--- config.mk ---
export PLATFORM = sky130hd
export DESIGN_NAME = rx_uart
export DESIGN_NICKNAME = d
export VERILOG_FILES = /design/src/rtl/rx_uart.sv
export SDC_FILE = /design/constraint.sdc
export NUM_CORES = 1
export LEC_CHECK = 0
export ABC_CLOCK_PERIOD_IN_PS = 1800
export CAP_MARGIN = 0
export CORE_UTILIZATION = 61
export DETAILED_ROUTE_END_ITERATION = 16
export DONT_BUFFER_PORTS = 1
export PLACE_DENSITY = 0.87
export SLEW_MARGIN = 10
export SYNTH_ARGS = -nofsm -noshare
export SYNTH_HDL_FRONTEND = slang
export SYNTH_SLANG_ARGS = --single-unit
export TNS_END_PERCENT = 100
--- constraint.sdc ---
create_clock -name i_clock -period 1.8 [get_ports i_clock]
set_input_delay 0.09 -clock i_clock [delete_from_list [all_inputs] [get_ports i_clock]]
set_output_delay 0.09 -clock i_clock [all_outputs]
set_load 0.005 [all_outputs]
--- src/rtl/rx_uart.sv ---
// UART receiver. Samples i_rx with a 16x oversampling tick and delivers framed bytes
// with done/frame-error pulses.
module rx_uart #(
    parameter int unsigned NB_DATA  = 8,
    parameter int unsigned SB_TICK  = 16,
    parameter int unsigned NB_STATE = 3
) (
    input  logic               i_clock,
    input  logic               i_reset,
    input  logic               i_s_tick,
    input  logic               i_rx,
    output logic [NB_DATA-1:0] o_data,
    output logic               o_rx_done_tick,
    output logic               o_frame_error
);

    localparam int unsigned NB_TICK = 4;
    localparam int unsigned NB_BIT  = $clog2(NB_DATA);

    typedef enum logic [NB_STATE-1:0] {
        IDLE      = NB_STATE'(0),
        START     = NB_STATE'(1),
        DATA      = NB_STATE'(2),
        STOP      = NB_STATE'(3),
        WAIT_HIGH = NB_STATE'(4)
    } state_e;

    state_e               state_q, state_d;
    logic [NB_TICK-1:0]   tick_q, tick_d;
    logic [NB_BIT-1:0]    bit_q, bit_d;
    logic [NB_DATA-1:0]   shift_q, shift_d;
    logic [NB_DATA-1:0]   data_q, data_d;
    logic                 done_q, done_d;
    logic                 ferr_q, ferr_d;
    logic                 rx_meta_q, rx_s_q;

    // Two-flop synchronizer; resets to the idle-high line level.
    always_ff @(posedge i_clock) begin
        if (i_reset) begin
            rx_meta_q <= 1'b1;
            rx_s_q    <= 1'b1;
        end else begin
            rx_meta_q <= i_rx;
            rx_s_q    <= rx_meta_q;
        end
    end

    always_ff @(posedge i_clock) begin
        if (i_reset) begin
            state_q <= IDLE;
            tick_q  <= '0;
            bit_q   <= '0;
            shift_q <= '0;
            data_q  <= '0;
            done_q  <= 1'b0;
            ferr_q  <= 1'b0;
        end else begin
            state_q <= state_d;
            tick_q  <= tick_d;
            bit_q   <= bit_d;
            shift_q <= shift_d;
            data_q  <= data_d;
            done_q  <= done_d;
            ferr_q  <= ferr_d;
        end
    end

    always_comb begin
        state_d = state_q;
        tick_d  = tick_q;
        bit_d   = bit_q;
        shift_d = shift_q;
        data_d  = data_q;
        done_d  = 1'b0;
        ferr_d  = 1'b0;
        case (state_q)
            IDLE: begin
                if (!rx_s_q) begin
                    state_d = START;
                    tick_d  = '0;
                end
            end
            START: begin
                // Mid start bit: a high line here is a glitch, not a frame.
                if (i_s_tick) begin
                    if (tick_q == NB_TICK'(7)) begin
                        if (!rx_s_q) begin
                            state_d = DATA;
                            tick_d  = '0;
                            bit_d   = '0;
                        end else begin
                            state_d = IDLE;
                        end
                    end else begin
                        tick_d = tick_q + NB_TICK'(1);
                    end
                end
            end
            DATA: begin
                if (i_s_tick) begin
                    if (tick_q == NB_TICK'(15)) begin
                        tick_d  = '0;
                        shift_d = {rx_s_q, shift_q[NB_DATA-1:1]};
                        if (bit_q == NB_BIT'(NB_DATA - 1)) begin
                            state_d = STOP;
                        end else begin
                            bit_d = bit_q + NB_BIT'(1);
                        end
                    end else begin
                        tick_d = tick_q + NB_TICK'(1);
                    end
                end
            end
            STOP: begin
                if (i_s_tick) begin
                    if (tick_q == NB_TICK'(SB_TICK - 1)) begin
                        if (rx_s_q) begin
                            data_d  = shift_q;
                            done_d  = 1'b1;
                            state_d = IDLE;
                        end else begin
                            ferr_d  = 1'b1;
                            state_d = WAIT_HIGH;
                        end
                    end else begin
                        tick_d = tick_q + NB_TICK'(1);
                    end
                end
            end
            WAIT_HIGH: begin
                // Break condition: stay silent until the line returns high.
                if (rx_s_q) begin
                    state_d = IDLE;
                end
            end
            default: begin
                state_d = IDLE;
            end
        endcase
    end

    assign o_data         = data_q;
    assign o_rx_done_tick = done_q;
    assign o_frame_error  = ferr_q;

endmodule

==> results by stage, run 1 <==
Detailed routing:
- The routed design has 2.887 mm of wire.
- The number of iterations in the first detailed-routing pass is 4.
- After detailed routing, the number of remaining DRC violations is 0.
- The number of DRC markers in iteration 0 is 23.
- The routed via count divided by cell count is between 6 and 7.
- The final route contains 1112 vias.
- The detail route stage leaves a number of antenna-violating nets equal to 0.
- After detailed routing, the average wire length per cell comes to 15.95 microns.

Clock network:
- Clock tree synthesis inserted a total of 5 buffers.
- The count of buffers added by post-CTS timing repair for setup is 0.
- In this run the deepest clock path goes through 2 buffers.
- TritonCTS built the clock tree.
- Clock tree synthesis found a total of 30 sinks.
- CTS placed an instance of sky130_fd_sc_hd__clkbuf_4 at the clock tree root.
- CTS built an H-tree with a depth of 2.
- The clock latency on the worst-skew pair is 330 ps.
- The post-CTS clock slew at the launch and capture registers of the worst setup and hold paths is 90 ps.

Power and ir drop:
- Dividing total power by cell area gives a power density of 686.0 nW/um^2.
- The standby leakage power is 0.6159 nW.
- Across the VDD grid, the largest voltage drop is roughly 660 uV.

Finish:
- The area used by sequential logic in the layout is between 600 and 700 sq um.
- Measured on the finished design, the core utilization comes to around three quarters.
- The multi-input combinational cells in the finished layout cover a total of a little under 800 sq um.
- After routing the design area is ~1600 sq um.
- Compared with the post-synthesis result, the final layout area differs by 13.34%.
- The count of fill cells added during filler insertion is 135.
- The number of inserted diodes is 0.
- The net count of the finished layout is 161.
- Of the cells placed in the final design, the portion with a size suffix greater than 1 is 15.58%.

Logic synthesis:
- sky130_fd_sc_hd__dfxtp_1 takes more of the synthesized area than any other cell.
- For this run, asynchronously set or reset flops after synthesis account for 0%.
- The sequential share of the synthesized area is 43.56%.
- The count of cell types in the netlist is 38.
- The average size of a mapped cell is about 9.4 sq um.
- The synthesized netlist occupies a cell area of 1379 sq um.
- The number of flops mapped to enable cells by yosys is 0.
- The most repeated cell in the gate-level netlist after synthesis is sky130_fd_sc_hd__dfxtp_1.
- The commonest cells after synthesis are sky130_fd_sc_hd__dfxtp_1, sky130_fd_sc_hd__mux2i_1, sky130_fd_sc_hd__nor2_1.
- The number of standard cells after synthesis is 147.
- In the synthesized netlist the dominant register cell turns out to be sky130_fd_sc_hd__dfxtp_1.
- The number of warning messages in the yosys log is 0.
- The count of state elements after synthesis is 30.
- In the post-synthesis netlist, the biggest area contributors are sky130_fd_sc_hd__dfxtp_1, sky130_fd_sc_hd__mux2i_1, sky130_fd_sc_hd__nor2_1.
- The share of synthesized area in the top cell type comes to a little over two fifths.
- The net count of the mapped netlist is between 150 and 200.

Min path:
- In this run the most critical hold path is launched from i_reset.
- The tightest min-delay check is of the in -> reg type.
- The worst hold endpoint is tick_q[2].
- The number of cells traversed by the worst hold path is 3.

Run:
- The tool flagged a number of max-cap violations equal to 0.

Critical path:
- Data on the critical path arrives at its endpoint at 1960 ps.
- The most repeated library cell on the critical path is sky130_fd_sc_hd__ha_4.
- Measured in cells, the most critical reg-to-reg path has a length of 5.
- The worst setup path is of the reg -> reg kind.
- In this run the critical register-to-register path is launched from bit_q[1].
- The capturing element type of the critical path is a flip-flop.
- The required time of the worst setup path is 2010 ps.
- Across all register-to-register paths, the minimum setup slack is 50 ps.
- The slowest stage cell on the critical path is sky130_fd_sc_hd__or4_4.
- For this run, the slowest stage of the critical path takes 480 ps.
- The signal on the critical path passes through ha_4, ha_4, or4_4, a211o_4, mux2i_1.
- The worst setup path is launched from a flip-flop.
- The highest net fanout along the worst path is 3.
- Tracing the worst setup path back leads to its startpoint at bit_q[1].
- The endpoint of the lowest-slack register-to-register path is bit_q[0].

Timing:
- The routed design could run at a clock period as short as 1751 ps.
- For the final database, setup skew stands at 7.676 ps.
- For the pin with the worst max-slew slack, the measured transition is between 900 and 1000 ps.
- The worst-case headroom to the max-slew limit is 34.00%.
- The max-slew violation total from the final report is 0.
- The setup total negative slack is 0 ps.
- Setup repair after global routing left no endpoint under its margin.
- Setup violations remaining at the end of the flow were counted as 0.
- The number of failing hold endpoints at the final stage was 0.
- The share of the clock period used by the worst path is 97.27%.
- The maximum operating frequency is 571.2 MHz.

Global route:
- The first-pass GRT wire length is 4.685 mm.
- The global routing usage summed across all routing layers is 25.37%.
- The initial antenna violation count is 0.
- The total overflow left after global routing is 0.
- Entering global routing, the biggest net connects 32 pins.
- The number of global-route vias before repair came to 1073.

Floorplan:
- After floorplanning, the core was sized to cover 2042 sq um.
- The y dimension of the die is 49.55 microns.
- The overall die area is 2455 sq um.
- In this run the horizontal extent of the chip is 49.55 microns.
- The number of cell rows is 16.
- The initial standard-cell utilization of the core is 67.52%.
- 14 I/O pins were placed.

Placement:
- The congestion estimate from routability-driven global placement came to 0.8380.
- Once detailed placement completed, the half-perimeter wirelength came to 1.895 mm.
- The placed instances occupy a cell area of 1426 sq um.
- The count of buffers added on input and output ports is 0.

Run status:
- The flow ran to the end, and the final reports show no timing, DRC or antenna violations.
## critical path, delay by kind of cell, from the launching register on
| family | cells | cell delay [ps] |
|---|---|---|
| adder cells (fa/ha/maj) | 2 | 320 |
| AO/OA/AOI/OAI | 1 | 380 |
| flip-flops | 1 | 340 |
| AND/OR/NAND/NOR | 1 | 480 |
| multiplexers | 1 | 120 |
## logic make-up (layout without fill, tap and decap cells)
family          after synthesis  count (layout)  synth area share, %
fa+ha+maj                     3               3                2.723
flops                        30              30                43.56
simple gates                 56              56                22.96
compound gates               22              22                10.71
xor+xnor                      2               2                1.271
mux                          20              20                14.52
buf+inv                      14              21                4.265
## how the worst max path moves through the flow
stage               cells past startpoint  endpoint  slack [ps]
detailed placement                      5  bit_q[0]          30
global placement                        5  bit_q[0]         100
global route                            5  bit_q[2]         0.6
floorplan                               5  bit_q[0]         130
CTS                                     5  bit_q[0]          20
finish                                  5  bit_q[0]          50
## cells in the final DEF (no fill, tap or decap), drive strengths merged, types with 2 or more instances in the layout
| master | n |
|---|---|
| dfxtp | 30 |
| buf | 5 |
| a31oi | 2 |
| dlygate4sd3 | 2 |
| nor2 | 20 |
| nand2b | 7 |
| clkbuf | 5 |
| mux2i | 20 |
| ha | 3 |
| a21oi | 4 |
| nand3 | 2 |
| nand4 | 5 |
| and4 | 2 |
| nor2b | 2 |
| clkinv | 2 |
| nor4b | 2 |
| inv | 6 |
| or2 | 4 |
| o21ai | 6 |
| nand2 | 8 |
## area by class of cell
class / instances / share of cell area, %
Tap cell: 27 / 2.162
Clock buffer: 5 / 2.402
Multi-Input combinational cell: 103 / 49.56
Inverter: 6 / 1.441
Timing Repair Buffer: 8 / 5.284
Sequential cell: 30 / 38.51
Clock inverter: 2 / 0.6405
## metrics by stage
stage / hold slack [ps] / instances / worst slack [ps] / total power [mW]
3_5_place_dp: 168.4 / 171 / 34.37 / 0.7105
4_1_cts: 27.09 / 181 / 20.00 / 1.077
6_report: 70.35 / 181 / 49.15 / 1.072
2_1_floorplan: 187.1 / 147 / 127.5 / 0.7122
5_1_grt: 102.9 / 181 / 0.6266 / 1.112
3_3_place_gp: 165.4 / 171 / 103.0 / 0.7089
## layer usage
layer / vias up / share of wire, % / GRT usage, %
li1: 539 / - / -
met5: - / 0 / 0
met2: 33 / 51 / 41.67
met3: 9 / 4.8 / 9.259
met4: 0 / 1.9 / 7.619
met1: 531 / 43 / 30.71
## registers in the layout (all words and copies together) (netlist names)
register / cells
bit_q: 3
o_data: 8
o_frame_error: 1
o_rx_done_tick: 1
rx_meta_q: 1
rx_s_q: 1
shift_q: 8
state_q: 3
tick_q: 4
## repair_timing
item                                    CTS  global route
resized for setup                         0            11
endpoints found under the setup margin    0            11
hold buffers                              3             0
endpoints found under the hold margin    28             0
## report_power, final
group | total, mW | internal, mW | switching, mW | leakage [nW]
Clock | 0.359 | 0.140 | 0.219 | 0.0308
Sequential | 0.672 | 0.667 | 0.00523 | 0.243
Combinational | 0.0414 | 0.0176 | 0.0238 | 0.342
Total | 1.07 | 0.824 | 0.248 | 0.616
No activity file was read; power rests on OpenSTA's default activity.
==> inputs of run 2 (changes only) <==
--- a/config.mk
+++ b/config.mk
@@ -7,10 +7,12 @@
 export LEC_CHECK = 0
 export ABC_CLOCK_PERIOD_IN_PS = 1800
 export CAP_MARGIN = 0
-export CORE_UTILIZATION = 61
+export CELL_PAD_IN_SITES_DETAIL_PLACEMENT = 0
+export CELL_PAD_IN_SITES_GLOBAL_PLACEMENT = 2
+export CORE_UTILIZATION = 38
 export DETAILED_ROUTE_END_ITERATION = 16
 export DONT_BUFFER_PORTS = 1
-export PLACE_DENSITY = 0.87
+export PLACE_DENSITY = 0.86
 export SLEW_MARGIN = 10
 export SYNTH_ARGS = -nofsm -noshare
 export SYNTH_HDL_FRONTEND = slang
==> constraint.sdc (replaced) <==
create_clock -name i_clock -period 1.8 [get_ports i_clock]
set_input_delay 0.36 -clock i_clock [delete_from_list [all_inputs] [get_ports i_clock]]
set_output_delay 0.36 -clock i_clock [all_outputs]
set_load 0.005 [all_outputs]
==> run 2 against run 1 <==
  * Sequential share of layout area grew 0.33 points
  * Worst hold slack improved by 19 ps
  * Final area down 0.64%
  * Clock power rose by 19%
  * Wire length decreased by 9.4%
  * Core utilization down 31 points
  * Total power grew 4.8%
  * Non-clock buffer count decreased by 1
  * Clock skew shrank 1.2 ps
  * First-iteration DRC count grew to 3.0 times the previous value
  * Final cell count grew 10%
  * Critical endpoint is now bit_q[1]
  * Largest power group unchanged
==> results by stage, run 2 (same netlist as run 1, synthesis figures left out) <==
Clock network:
- The deepest clock path buffer count is 2 (unchanged).
- The clock latency on the worst-skew pair is 330 ps (about the same).
- The hold-fix buffer count after cts is 0 (-3).
- The buffer type at the clock tree root is sky130_fd_sc_hd__clkbuf_4.
- The clock sink total is 30 (unchanged).
- The number of buffers added by the clock tree synthesis step is 5 (unchanged).
- The post-CTS clock slew at the launch and capture registers of the worst setup and hold paths is 100 ps (about the same).
- The number of levels the H-tree was split into came to 2 (unchanged).
- The TritonCTS clock tree is built.

Run status:
- The run finished with clean final reports.

Critical path:
- The critical path startpoint is bit_q[0].
- In this run the critical register-to-register path is launched from bit_q[0].
- The worst setup path is captured at a flip-flop.
- The critical path arrival is 1950 ps (about the same).
- The kind of start point of the critical path is a flip-flop.
- The required time of the worst setup path is 2020 ps (about the same).
- The highest net fanout along the worst path is 3 (unchanged).
- The critical path in this run is classified as reg -> reg.

Placement:
- The HPWL reported at the end of detailed placement is 1.899 mm (+0.24%).
- The number of buffers added on ports is 0 (unchanged).
- The cell area reported after detailed placement was 1470 sq um (+3.1%).
- The final weighted congestion in routability-driven placement is 0.7999 (-4.5%).

Timing:
- The share of the clock period used by the worst path is 95.92% (-1.4 points).
- The maximum operating frequency is 579.2 MHz (+1.4%).
- The number of failing hold endpoints at the final stage is 0 (unchanged).
- The worst-case headroom to the max-slew limit is 65.00% (+31 points).
- The worst-margin pin slew came to 524.3 ps (-465.8 ps).
- Setup repair after global routing left no endpoint under its margin.
- The setup total negative slack is 0 ps (unchanged).
- The worst hold slack across all endpoints is 89.74 ps (+19.39 ps).
- The clock skew after layout came to 6.440 ps (-1.236 ps).
- The post-layout minimum cycle time is 1727 ps (-24.32 ps).
- The max-slew violation total from the final report is 0 (unchanged).
- The count of endpoints failing setup in the final report is 0 (unchanged).

Finish:
- The final instance area was 1553 sq um (-0.64%).
- The most common cell after layout, fill and taps aside is sky130_fd_sc_hd__dfxtp_1.
- The area used by multi-input combinational logic is 728.2 sq um (-6.0%).
- The library cells used most frequently in the layout, excluding fill and tap cells, are sky130_fd_sc_hd__dfxtp_1, sky130_fd_sc_hd__mux2i_1, sky130_fd_sc_hd__nor2_1.
- The count of fill cells added during filler insertion is 340 (+150%).
- The area used by sequential logic in the layout is 603.1 sq um (+0.21%).
- The number of inserted diodes is 0 (unchanged).
- The net count reported at finish is 160 (-0.62%).
- The layout cell share with drive strength beyond 1 is 15.58% (unchanged).
- The final core utilization is 45.46% (-31 points).
- The growth of design area from synthesis to finish is 12.61%.

Floorplan:
- The y dimension of the die is 62.24 microns (+26%).
- The initial standard-cell utilization of the core is 40.37% (-27 points).
- The number of cell rows is 21 (+5).
- The standard cell core area is 3416 sq um (+67%).
- The count of boundary I/O pins is 14 (unchanged).
- The overall die area is 3873 sq um (+58%).
- The die extent in x was 62.24 microns (+26%).

Power and ir drop:
- The power spent charging and discharging nets is 0.2563 mW (+3.4%).
- The power density over cell area is 723.3 nW/um^2 (+5.4%).
- The design internal power came to 0.8668 mW (+5.2%).
- The standby leakage power is 0.6164 nW (about the same).
- The clock network fraction of total power is 37.9% (+4.4 points).
- The combinational share of power is 2.3% (-1.6 points).
- The switching share of power is 22.82% (-0.31 points).
- The sequential fraction of design power is 59.8% (-2.9 points).
- The maximum VDD drop came to 305.1 uV (-54%).

Detailed routing:
- The vias after detailed routing came to 1063 (-4.4%).
- The detailed-route wire length was 2.617 mm (-9.4%).
- The number of DRC markers in iteration 0 is 69 (+200%).
- The detailed-route wire length per cell is 13.09 microns (-18%).
- The routed via count divided by cell count came to 5.315 (-13%).
- The DRC violation count after routing came to 0 (unchanged).
- The post-route antenna net violation count is 0 (unchanged).
- The number of iterations in the first detailed-routing pass came to 4 (unchanged).

Global route:
- The number of global-route vias before repair was 1048 (-2.3%).
- The global-route congestion overflow total is 0 (unchanged).
- The first-pass GRT wire length is 4.429 mm (-5.5%).
- The initial antenna violation count is 0 (unchanged).
- The pin count of the biggest net entering global routing is 33 (+3.1%).
- The global routing usage summed across all routing layers was 14.93% (-10 points).

Run:
- The number of max-cap violations is 0 (unchanged).

Min path:
- The worst hold path startpoint is i_reset.
- The min-delay analysis places its worst path in the category in -> reg.
==> run 2: cell types whose count changed in the layout (fill, tap and decap cells not counted), sizes merged <==
| cell | previous run | this run |
|---|---|---|
| clkinv | 2 | 1 |
| dlygate4sd3 | 2 | 0 |
| clkbuf | 5 | 6 |
| buf | 5 | 7 |
| dlymetal6s4s | 1 | 0 |
| clkinvlp | 0 | 1 |
==> run 2: final cells by class <==
class                   count  share of cell area (%)
repair buffers              7                   4.996
clock buffers               6                   3.304
well taps                  46                   3.707
inverters                   6                   1.450
clock inverters             2                  0.8058
flip-flops and latches     30                   38.84
multi-input cells         103                   46.90
==> run 2: worst max-delay path, cell delays in order, from the launching register on <==
cell and delay, ps:
sky130_fd_sc_hd__dfxtp_2 330, sky130_fd_sc_hd__ha_1 190, sky130_fd_sc_hd__ha_1 180, sky130_fd_sc_hd__or4_1 390
sky130_fd_sc_hd__a211o_1 370, sky130_fd_sc_hd__mux2i_1 150
==> run 2: repair_timing <==
item | in CTS | in global routing
gates resized for setup | 0 | 4
setup endpoints to repair | 0 | 7
setup buffers | 0 | 1
==> run 2: path summary, 6_finish.rpt <==
path,end,slack [ps],depth (start not counted)
worst min-delay path,tick_q[3],90,1
worst min register to register,rx_s_q,420,1
worst max register to register,bit_q[1],70,5
worst max-delay path,bit_q[1],70,5
==> run 2: stage by stage <==
stage / setup slack (ps) / total power [mW] / std cells
6_report: 73.47 / 1.123 / 200
5_1_grt: 31.95 / 1.175 / 200
4_1_cts: 9.980 / 1.141 / 199
3_5_place_dp: 26.17 / 0.7116 / 191
3_3_place_gp: 100.4 / 0.7106 / 191
2_1_floorplan: 127.5 / 0.7122 / 147
==> run 2: layer usage <==
layer / up-vias / global-route usage (%) / share of wire (%)
li1: 533 / - / -
met1: 503 / 16.74 / 45
met2: 20 / 23.76 / 49
met3: 7 / 4.963 / 3.7
met4: 0 / 10.47 / 2.8
met5: - / 0 / 0
==> run 2: power by group through the flow <==
| stage | Sequential (mW) | Clock, mW | Combinational (mW) |
|---|---|---|---|
| 2_1_floorplan | 0.685 | 0 | 0.0277 |
| 3_3_place_gp | 0.687 | 0 | 0.0241 |
| 3_5_place_dp | 0.687 | 0 | 0.0248 |
| 4_1_cts | 0.671 | 0.445 | 0.0249 |
| 5_1_grt | 0.672 | 0.474 | 0.0285 |
| 6_report | 0.671 | 0.426 | 0.0260 |
